**src/rtl/fd_stim_pkg.sv**
```systemverilog
// fd_stim_pkg
//   Shared types and the flop reference model for the fd_stim_seq sequencer.
//   - state_t : sequencer FSM states
//   - vec_t   : one stimulus vector {d, clr_n, set_n}, same bit order as wr_data
//   - ref_q() : 2-state expected q of the clear/set D flop after a clock edge
package fd_stim_pkg;

    typedef enum logic [2:0] {
        S_IDLE,
        S_SETUP,
        S_EDGE,
        S_SETTLE,
        S_CHECK,
        S_DONE
    } state_t;

    typedef struct packed {
        logic d;
        logic clr_n;
        logic set_n;
    } vec_t;

    // Set wins over clear when both are asserted.
    function automatic logic ref_q(input vec_t v);
        if (!v.set_n) begin
            return 1'b1;
        end else if (!v.clr_n) begin
            return 1'b0;
        end
        return v.d;
    endfunction

endpackage

```
**src/rtl/fd_stim_seq_ref_model.sv**
```systemverilog
// fd_stim_ref_model
//   Combinational reference model of the clear/set D flop: the q value the
//   flop must show after a rising clock edge with the given pins applied.
// Ports
//   vec_i   in  3  {d, clr_n, set_n} currently on the flop pins
//   exp_q_o out 1  expected q
module fd_stim_ref_model
    import fd_stim_pkg::*;
(
    input  logic [2:0] vec_i,
    output logic       exp_q_o
);

    assign exp_q_o = ref_q(vec_t'(vec_i));

endmodule

```
**src/rtl/fd_stim_seq.sv**
```systemverilog
// fd_stim_seq
//   Vector-driven stimulus sequencer and checker for a clear/set D flop.
//   Replays a loaded table of {d, clr_n, set_n} vectors onto the flop pins,
//   generates the flop clock, samples the returned q after a settle window,
//   compares it against the reference model and counts mismatches.
// Ports
//   clk, rst                 system clock, synchronous active-high reset
//   wr_en/wr_addr/wr_data    vector table write (dropped while busy)
//   vec_count                vectors to run, sampled on start (0..DEPTH)
//   start                    launch pulse, honoured in IDLE or DONE only
//   dut_q                    q returned by the flop
//   loop                     (FD_STIM_LOOP_EN only) wrap to vector 0 after the last
//   fclk, fd_d, fd_clr_n, fd_set_n  registered flop clock and pins
//   busy, done               run status; done holds until next start or rst
//   err_cnt                  saturating mismatch count
//   first_err_idx            index of first mismatching vector
// Configuration
//   FD_STIM_LOOP_EN          adds the loop input; undefined = single pass
module fd_stim_seq
    import fd_stim_pkg::*;
#(
    parameter int DEPTH  = 16,
    parameter int AW     = 4,
    parameter int SETTLE = 12,
    parameter int CW     = 8
) (
    input  logic          clk,
    input  logic          rst,
    input  logic          wr_en,
    input  logic [AW-1:0] wr_addr,
    input  logic [2:0]    wr_data,
    input  logic [AW:0]   vec_count,
    input  logic          start,
    input  logic          dut_q,
`ifdef FD_STIM_LOOP_EN
    input  logic          loop,
`endif
    output logic          fclk,
    output logic          fd_d,
    output logic          fd_clr_n,
    output logic          fd_set_n,
    output logic          busy,
    output logic          done,
    output logic [CW-1:0] err_cnt,
    output logic [AW-1:0] first_err_idx
);

    localparam int CTRW = (SETTLE > 1) ? $clog2(SETTLE) : 1;

    state_t        state_q, state_d;
    logic [AW-1:0] ptr_q, ptr_d;
    logic [AW:0]   cnt_q, cnt_d;
    logic [CTRW-1:0] ctr_q, ctr_d;
    vec_t          vec_q, vec_d;
    logic          fclk_q, fclk_d;
    logic          refq_q, refq_d;
    logic          busy_q, busy_d;
    logic          done_q, done_d;
    logic [CW-1:0] err_q, err_d;
    logic [AW-1:0] first_q, first_d;

    vec_t          table_q [DEPTH];

    logic          ref_w;
    logic          last_w;
    logic          miss_w;
    logic          loop_w;

`ifdef FD_STIM_LOOP_EN
    assign loop_w = loop;
`else
    assign loop_w = 1'b0;
`endif

    // Reference model looks at the pins already driven, so exp matches
    // exactly what the flop sees at the fclk rising edge.
    fd_stim_ref_model u_ref (
        .vec_i   (vec_q),
        .exp_q_o (ref_w)
    );

    assign last_w = ({1'b0, ptr_q} == (cnt_q - (AW+1)'(1)));
    // 4-state compare so an X/Z from the flop counts as a mismatch.
    assign miss_w = (dut_q !== refq_q);

    // Table survives rst; writes are only accepted while no run is active,
    // so the vector in flight can never be overwritten.
    always_ff @(posedge clk) begin
        if (wr_en && !busy_q) begin
            table_q[wr_addr] <= vec_t'(wr_data);
        end
    end

    always_ff @(posedge clk) begin
        if (rst) begin
            state_q <= S_IDLE;
            ptr_q   <= '0;
            cnt_q   <= '0;
            ctr_q   <= '0;
            vec_q   <= vec_t'(3'b011);
            fclk_q  <= 1'b0;
            refq_q  <= 1'b0;
            busy_q  <= 1'b0;
            done_q  <= 1'b0;
            err_q   <= '0;
            first_q <= '0;
        end else begin
            state_q <= state_d;
            ptr_q   <= ptr_d;
            cnt_q   <= cnt_d;
            ctr_q   <= ctr_d;
            vec_q   <= vec_d;
            fclk_q  <= fclk_d;
            refq_q  <= refq_d;
            busy_q  <= busy_d;
            done_q  <= done_d;
            err_q   <= err_d;
            first_q <= first_d;
        end
    end

    always_comb begin
        state_d = state_q;
        ptr_d   = ptr_q;
        cnt_d   = cnt_q;
        ctr_d   = ctr_q;
        vec_d   = vec_q;
        fclk_d  = fclk_q;
        refq_d  = refq_q;
        busy_d  = busy_q;
        done_d  = done_q;
        err_d   = err_q;
        first_d = first_q;

        case (state_q)
            S_IDLE, S_DONE: begin
                fclk_d = 1'b0;
                if (start) begin
                    err_d   = '0;
                    first_d = '0;
                    ptr_d   = '0;
                    cnt_d   = vec_count;
                    if (vec_count == '0) begin
                        state_d = S_DONE;
                        busy_d  = 1'b0;
                        done_d  = 1'b1;
                    end else begin
                        state_d = S_SETUP;
                        busy_d  = 1'b1;
                        done_d  = 1'b0;
                    end
                end
            end
            S_SETUP: begin
                vec_d   = table_q[ptr_q];
                fclk_d  = 1'b0;
                state_d = S_EDGE;
            end
            S_EDGE: begin
                fclk_d  = 1'b1;
                refq_d  = ref_w;
                ctr_d   = CTRW'(SETTLE - 1);
                state_d = S_SETTLE;
            end
            S_SETTLE: begin
                if (ctr_q == '0) begin
                    state_d = S_CHECK;
                end else begin
                    ctr_d = ctr_q - CTRW'(1);
                end
            end
            S_CHECK: begin
                if (miss_w) begin
                    if (err_q != '1) begin
                        err_d = err_q + CW'(1);
                    end
                    if (err_q == '0) begin
                        first_d = ptr_q;
                    end
                end
                // Drop fclk here so the next vector sees a clean low phase.
                fclk_d = 1'b0;
                if (!last_w) begin
                    ptr_d   = ptr_q + AW'(1);
                    state_d = S_SETUP;
                end else if (loop_w) begin
                    ptr_d   = '0;
                    state_d = S_SETUP;
                end else begin
                    state_d = S_DONE;
                    busy_d  = 1'b0;
                    done_d  = 1'b1;
                end
            end
            default: begin
                state_d = S_IDLE;
            end
        endcase
    end

    assign fclk          = fclk_q;
    assign fd_d          = vec_q.d;
    assign fd_clr_n      = vec_q.clr_n;
    assign fd_set_n      = vec_q.set_n;
    assign busy          = busy_q;
    assign done          = done_q;
    assign err_cnt       = err_q;
    assign first_err_idx = first_q;

endmodule
```
**config.mk**
```make
export PLATFORM = sky130hd
export DESIGN_NAME = fd_stim_seq
export DESIGN_NICKNAME = d
export VERILOG_FILES = /design/src/rtl/fd_stim_pkg.sv /design/src/rtl/fd_stim_seq_ref_model.sv /design/src/rtl/fd_stim_seq.sv
export SDC_FILE = /design/constraint.sdc
export NUM_CORES = 1
export LEC_CHECK = 0
export CAP_MARGIN = 15
export CORE_UTILIZATION = 45
export DETAILED_ROUTE_END_ITERATION = 7
export HOLD_SLACK_MARGIN = 0.1
export PLACE_DENSITY = 0.68
export RECOVER_POWER = 25
export SYNTH_ARGS = -nofsm -noshare
export SYNTH_HDL_FRONTEND = slang
export SYNTH_SLANG_ARGS = --single-unit
```
**constraint.sdc**
```tcl
create_clock -name clk -period 1.7 [get_ports clk]
set_input_delay 0.51 -clock clk [delete_from_list [all_inputs] [get_ports clk]]
set_output_delay 0.51 -clock clk [all_outputs]
set_load 0.05 [all_outputs]
```
# Word level (Yosys, flattened, before mapping)
# Memory sizes are Yosys's and may differ from the RTL's. A register that Yosys moved wholly into a read port is not among the register bits.
# Index checks and enable logic that the tools add are counted.
# word_totals
mem_bits_rw,48
in_bits,17
out_inout_bits,18
register_bits,32
n_memories,1
elab_cells,82
# memory_table
name,words,word_bits,read_ports,rd_ports_with_merged_regs,wr,line,source
table_q,16,3,1,1,1,fd_stim_seq.sv:62,vec_t table_q [DEPTH];
# classes
n_reduce_logical,18
n_eq_ne,16
n_addsub,4
n_mux,33
# ops
cell,count
two-way mux 8 bit,3
one-hot mux 4 bit (2 select lines),3
two-way mux 4 bit,5
"inequality test 2 bit, second input constant",8
one-hot mux 8 bit (2 select lines),1
one-hot mux 3 bit (5 select lines),1
two-way mux 1 bit,13
two-way mux 3 bit,4
"adder 8 x 1 -> 8 bit, second input constant",1
logical NOT 8 bit,1
"inequality test 8 bit, second input constant",1
AND reduction 4 bit,2
"equality test 3 x 2 -> 1 bit, second input constant",2
"equality test 3 bit, second input constant",2
one-hot mux 1 bit (2 select lines),3
AND reduction 2 bit,3
AND reduction 3 bit,2
nonzero test 2 bit,3
equality test 4 x 5 -> 1 bit,1
logical NOT 5 bit,1
"subtractor 5 x 1 -> 5 bit, second input constant",1
"adder 4 x 1 -> 4 bit, second input constant",1
logical NOT 4 bit,1
OR reduction 4 bit,1
7 further kinds,7

# Depth between registers and ports, before layout
# Gate-level depths: netlist of the first run.
# depth
ltp_word,4
depth_mapped,7
depth_no_buf,7

# Cells and area by module
# Synthesis of the first run repeated with hierarchy kept, for this count alone.
# unflattened
cells_unflattened,308
area_unflattened_um2,3758.6
# by_module_without_submodules
mod,area_per_inst_um2,seq_area_each_um2,cells_each,n_inst
fd_stim_seq,3748.6,2142.1,307,1
fd_stim_ref_model,10.0,0.0,1,1

# Least setup slack after synthesis of the first run
# No wires, ideal clock.
# synth_path
kind,reg2reg
startpoint,"register err_q[0], in the netlist err_cnt[0]"
endpoint,"register err_q[7], in the netlist err_cnt[7]"
stages_incl_launch_ff,8
setup_ns,0.121
t_arrival_ns,1.889
period_less_slack_ns,2.011
t_required_ns,1.579
path_slack_ns,-0.311
path_cell_list,dfxtp_1 > ha_1 > and3_2 > a311o_1 > buf_6 > a211oi_2 > xnor2_1 > nor2_1
# synth_via
elab_chain_cells,4
# synth_rtl
element,line,source
from (decl),fd_stim_seq.sv:59,"logic [CW-1:0] err_q, err_d;"
from (signal assigned),fd_stim_seq.sv:117,err_q <= err_d;
adder 8 x 1 -> 8 bit,fd_stim_seq.sv:175,err_d = err_q + CW'(1);
two-way mux 8 bit,fd_stim_seq.sv:174,if (err_q != '1) begin
two-way mux 8 bit,fd_stim_seq.sv:173,if (miss_w) begin
one-hot mux 8 bit (2 select lines),fd_stim_seq.sv:135,case (state_q)
# Several ways; a longest one is shown, not always the timed one. The select of a mux whose other input is x is not followed.
# A chain may end at the register's enable or synchronous reset.

==> results of run 1 <==
==> critical path, cell delays in order, from the launching register on <==
cell,delay (ns)
dfxtp_4,0.38
buf_12,0.12
mux4_2,0.53
mux4_2,0.49
inv_2,0.06
o21ai_1,0.05
==> how the worst max path moves through the flow <==
stage | slack [ns] | end
after floorplan | -0.07 | fd_set_n
after global placement | -0.52 | state_q[2]
after detailed placement | -0.55 | state_q[2]
after CTS | -0.05 | fd_set_n
after global routing | -0.08 | fd_set_n
final | -0.04 | fd_set_n
==> kinds of logic after synthesis <==
family,Yosys count,share of synthesized area (%)
XOR/XNOR,15,3.51
flip-flops,83,57.3
multiplexers,22,10.6
AO/OA/AOI/OAI,45,8.10
buffers and inverters,27,3.51
AND/OR/NAND/NOR,114,15.0
adder cells (fa/ha/maj),6,2.01
==> layer usage <==
layer | track usage (%) | part of all wire [%]
met1 | 26.0 | 45
met2 | 33.9 | 50
met3 | 3.25 | 3.4
met4 | 8.33 | 1.6
met5 | 0 | 0
==> timing repair <==
item / CTS / global route
pin swaps: 9 / 7
gates resized for setup: 24 / 20
setup buffers: 4 / 1
gates cloned: 1 / 0
endpoints found under the setup margin: 27 / 36
==> synthesized netlist by cell type, drive strengths merged, types with 2 or more instances <==
master	count
xor2	3
nand3	10
nand2b	3
and3	3
o21ai	8
xnor2	12
buf	10
ha	6
mux2i	7
a2111o	2
nand2	33
a21oi	19
nor2b	2
nand4b	3
and3b	2
a311oi	2
clkbuf	8
nand3b	3
nor3	11
a211oi	5
edfxtp	48
inv	9
or3b	4
dfxtp	35
nor2	32
and2	2
or3	2
mux4	14
==> power by group through the flow <==
stage                     Clock, mW  Combinational (mW)  Sequential [mW]
final                          1.44               0.841             2.24
after global routing           1.54               0.910             2.25
after CTS                      1.46               0.826             2.24
after detailed placement          0               0.749             2.30
after global placement            0               0.734             2.30
after floorplan                   0               0.402             2.32
==> state kept, by name, indices dropped and copies added (netlist names), 3 cells and up <==
| register | cells |
|---|---|
| table_q | 48 |
| err_cnt | 8 |
| cnt_q | 5 |
| ctr_q | 4 |
| first_err_idx | 4 |
| ptr_q | 4 |
| state_q | 3 |
==> cell type report <==
cell class / instances / area share [%]
Sequential cell: 83 / 42.2
Multi-Input combinational cell: 203 / 31.3
Timing Repair Buffer: 94 / 19.4
Clock buffer: 10 / 2.49
Tap cell: 102 / 2.49
Clock inverter: 6 / 1.44
Inverter: 9 / 0.659
==> cells in the final DEF (no fill, tap or decap), drive strengths merged, types with 10 or more instances in the layout <==
cell type / instances
buf: 75
edfxtp: 48
dfxtp: 35
nand2: 33
nor2: 32
a21oi: 19
mux4: 14
clkbuf: 13
xnor2: 12
nor3: 11
inv: 11
nand3: 10
==> impl_metrics.tcl, run 1 <==
set metrics [dict create \
    whs_endpoint "cnt_q[3]" \
    syn_inst 312 \
    finalSetupViolCount 2 \
    yosysTopAreaCellShare_pct 38.5 \
    yosys.area.top_type "edfxtp_1" \
    drt_wl_total_mm 7.97 \
    clock-sinks 83 \
    fin_util_pct 65.0 \
    report.final.slew_viol_count 0 \
    total_power_mw 4.52 \
    pwr-share-clk_pct 31.8 \
    path_class "reg -> reg" \
    fin_area_um2 5130 \
    leakage_nw 1.84 \
    ys_ff_latch 83 \
    clk_pin_slew_ns 0.09 \
    cts_tree "yes" \
    num_rows 32 \
    drc_errors 0 \
    cts_buffers 9 \
    dp_slack_ns -0.553 \
    synth_edf_count 48 \
    first_iter_violations 143 \
    hp-class "reg -> reg" \
    hold_depth 2 \
    swShare_pct 26.5 \
    first_pass_iters 4 \
    peakVddDrop_mv 0.509 \
    antenna_found_initial 0 \
    p_int_mw 3.32 \
    hpwl_mm 5.70 \
    ff2ff_path_depth 5 \
    syn-num-nets 335 \
    grt-ovfl-total 0 \
    ys.flop_type "edfxtp_1" \
    area_growth_pct 37.1 \
    fillCellCount 599 \
    cp-end-kind "flip-flop" \
    cts_root_buffer "clkbuf_8" \
    tightest_slew_ns 0.525 \
    rsz0062_at_grt "true" \
    io_pins 35 \
    worst_slack_ns -0.0368 \
    drive_above_1_share_pct 36.5 \
    finalCritPeriodShare_pct 102 \
    crit_path_max_fanout 4 \
    dpl-instance-area_um2 4770 \
    r2r_slack_ns -0.04 \
    ant_nets 0 \
    synthesis.area_um2 3740 \
    p_sw_mw 1.20 \
    start_kind "flip-flop" \
    place_inst 485 \
    fin_setup_tns_ns -0.0621 \
    h-tree-depth 3 \
    antenna_cells 0 \
    portBuffers 34 \
    netlist-cell-type-count 47 \
    initial_core_util_pct 47.4 \
    fin_nets 423 \
    cts-hold-fix-buffers 0 \
    routabilityCongestion 0.798 \
    crit_start "ptr_q[0]" \
    hold_viol 0 \
    pwr-share-seq_pct 49.6 \
    hold_ws_ns 0.510 \
    grt_pass1_wl_mm 13.2 \
    ys_seq_area_share_pct 57.3 \
    yosys_warnings 0 \
    clock_path_buffers 2 \
    worstReg2RegEnd "fd_set_n" \
    violations "negative setup slack" \
    grt_pass1_vias 2732 \
    clock_latency_ns 0.35 \
    max-cap-violations 0 \
    die_x_um 93.2 \
    async_flop_share_pct 0 \
    regArea_um2 2160 \
    vias_per_cell 5.35 \
    avgSynthCellArea_um2 12.0 \
    period_needed_ns 1.74 \
    vias 2710 \
    timing.rr.start "ptr_q[0]" \
    grt_util_all_layers_pct 20.2 \
    critical_path_arrival_ns 1.98 \
    pwr_density_cell_nw_per_um2 882 \
    die-area_um2 8680 \
    fin_cells 507 \
    slew_headroom_pct 65.0 \
    dieHeight_um 93.2 \
    outcome "finished with violations" \
    cp.required_ns 1.95 \
    wl_per_cell_um 15.7 \
    worst_clock_skew_ns 0.00832 \
    synthTopCellsByArea "edfxtp_1, dfxtp_1, mux4_2" \
    fmax_ghz 0.576 \
    design.core.area_um2 7890 \
    power_frac_comb_pct 18.6 \
    multiInputGateArea_um2 1610 \
    grt_max_degree 16 \
    min_from "cnt_q[3]" \
]
Power figures use the tool's default switching activity.
==> run 2, diff against run 1 <==
CORE_MARGIN = 2   (was not set)
==> run 2 against run 1 <==
  * The run still ends with negative setup slack left
  * Power down 3.1%
  * First-iteration DRC count shrank 11%
  * Critical path depth did not move
  * Hold slack worse by 0.0057 ns
  * Highest routed layer unchanged
  * Clock skew is essentially flat
  * Sequential share of layout area rose by 0.28 points
  * Largest cell class unchanged
  * Fmax fell by 0.63%
  * Global-route usage down 1.6 points
  * Register-to-register slack is essentially flat
  * Cell count up 0.39%
==> impl_metrics.tcl, run 2 (same netlist as run 1, synthesis figures left out) <==
set metrics [dict create \
    outcome "finished with violations" \
    violations "negative setup slack" \
    vias 2721 \
    fin_nets 422 \
    cts_tree "yes" \
    antenna_found_initial 0 \
    cts-hold-fix-buffers 0 \
    pwr_density_cell_nw_per_um2 860 \
    drc_errors 0 \
    clock_path_buffers 2 \
    hold_ws_ns 0.504 \
    cpMaxStageDelayCell "mux4_2" \
    clock-sinks 83 \
    io_pins 35 \
    start_kind "flip-flop" \
    worst-path-buf-inv 2 \
    cts_root_buffer "clkbuf_8" \
    clock_latency_ns 0.35 \
    final_cell_mix "buf_4, edfxtp_1, nand2_1" \
    num_rows 33 \
    hpwl_mm 5.56 \
    place_inst 487 \
    regMostFlops "table_q" \
    crit_top_cell "mux4_2" \
    clk_pin_slew_ns 0.09 \
    worst_clock_skew_ns 0.00801 \
    fin_area_um2 5090 \
    worstReg2RegEnd "fd_clr_n" \
    grt_pass1_vias 2587 \
    grt_max_degree 17 \
    finalSetupViolCount 2 \
    r2r_slack_ns -0.05 \
    first_iter_violations 127 \
    wl_per_cell_um 15.4 \
    first_pass_iters 4 \
    routabilityCongestion 0.831 \
    die_x_um 95.2 \
    dp_slack_ns -0.534 \
    crit_family "multiplexers" \
    crit_path_max_fanout 11 \
    portBuffers 34 \
    ant_nets 0 \
    worst_slack_ns -0.0478 \
    peakVddDrop_mv 0.669 \
    mostFrequentLayoutCell "buf_4" \
    report.final.slew_viol_count 0 \
    cp.required_ns 1.94 \
    period_needed_ns 1.75 \
    antenna_cells 0 \
    endpoint "fd_clr_n" \
    fin_cells 509 \
    drt_wl_total_mm 7.84 \
    area_growth_pct 36.1 \
    hp-class "reg -> reg" \
    grt_util_all_layers_pct 18.6 \
    crit_chain "buf_12, mux4_2, mux4_2, inv_2, o21ai_1" \
    critical_path_arrival_ns 1.99 \
    timing.rr.start "ptr_q[0]" \
    crit_start "ptr_q[0]" \
    hold_viol 0 \
    max-cap-violations 0 \
    grt-ovfl-total 0 \
    cts_buffers 9 \
    ff2ff_path_depth 5 \
    grt_pass1_wl_mm 12.6 \
    slew_headroom_pct 56.9 \
    crit_cells 5 \
    die-area_um2 9060 \
    h-tree-depth 3 \
    initial_core_util_pct 46.0 \
    leakage_nw 1.83 \
    dpl-instance-area_um2 4770 \
    finalCritPeriodShare_pct 103 \
    total_power_mw 4.38 \
    fmax_ghz 0.572 \
    rsz0062_at_grt "true" \
    cp-end-kind "flip-flop" \
    min_from "cnt_q[3]" \
    drive_above_1_share_pct 35.9 \
    dieHeight_um 95.2 \
    tightest_slew_ns 0.646 \
    max_stage_delay_ns 0.53 \
    path_class "reg -> reg" \
    largest_register_ffs 48 \
    vias_per_cell 5.35 \
    design.core.area_um2 8130 \
]
==> run 2: worst min-delay path by stage <==
stage          slack [ns]        to  cells after the start
3_5_place_dp         0.49  cnt_q[3]                      2
2_1_floorplan        0.45  cnt_q[1]                      2
6_report             0.50  cnt_q[3]                      2
5_1_grt              0.53  cnt_q[3]                      2
3_3_place_gp         0.48  cnt_q[4]                      2
4_1_cts              0.51  cnt_q[3]                      2
==> run 2: stage by stage <==
| stage | util (%) | setup TNS, ns |
|---|---|---|
| global placement | 58.6 | -17.93 |
| global route | 62.6 | -0.456 |
| CTS | 62.0 | -0.0784 |
| floorplan | - | -0.0657 |
| detailed placement | 58.6 | -19.91 |
| finish | 62.6 | -0.0727 |
==> run 2: repair_timing <==
action,CTS,global route
gates resized for setup,18,16
setup buffers,4,1
pin swaps,8,2
gates cloned,1,0
setup endpoints to repair,25,33
==> run 2: cell type report <==
cell class / count / area [µm²]
Clock inverter: 7 / 58.8
Inverter: 9 / 33.8
Sequential cell: 83 / 2160
Multi-Input combinational cell: 203 / 1570
Tap cell: 105 / 131
Timing Repair Buffer: 93 / 1010
Fill cell: 603 / 3040
Clock buffer: 9 / 124
==> run 2: layer usage <==
layer / vias up / part of all wire (%) / global-route usage [%] / wire length, µm
li1: 1321 / - / - / -
met1: 1335 / 44 / 24.2 / 3430
met2: 61 / 52 / 30.9 / 4040
met3: 4 / 4.0 / 4.27 / 312
met4: 0 / 0.69 / 6.28 / 54
met5: - / 0 / 0 / 0
==> run 2: worst min-delay path, stage by stage, from the launching register on <==
cell and delay [ns]:
dfxtp_1 0.35, nand2_1 0.06, a21oi_1 0.05
==> run 2: report_power, final <==
part	total, mW	internal, mW	switching (mW)
combinational	0.828	0.438	0.390
sequential	2.24	2.19	0.0521
clock	1.31	0.556	0.756
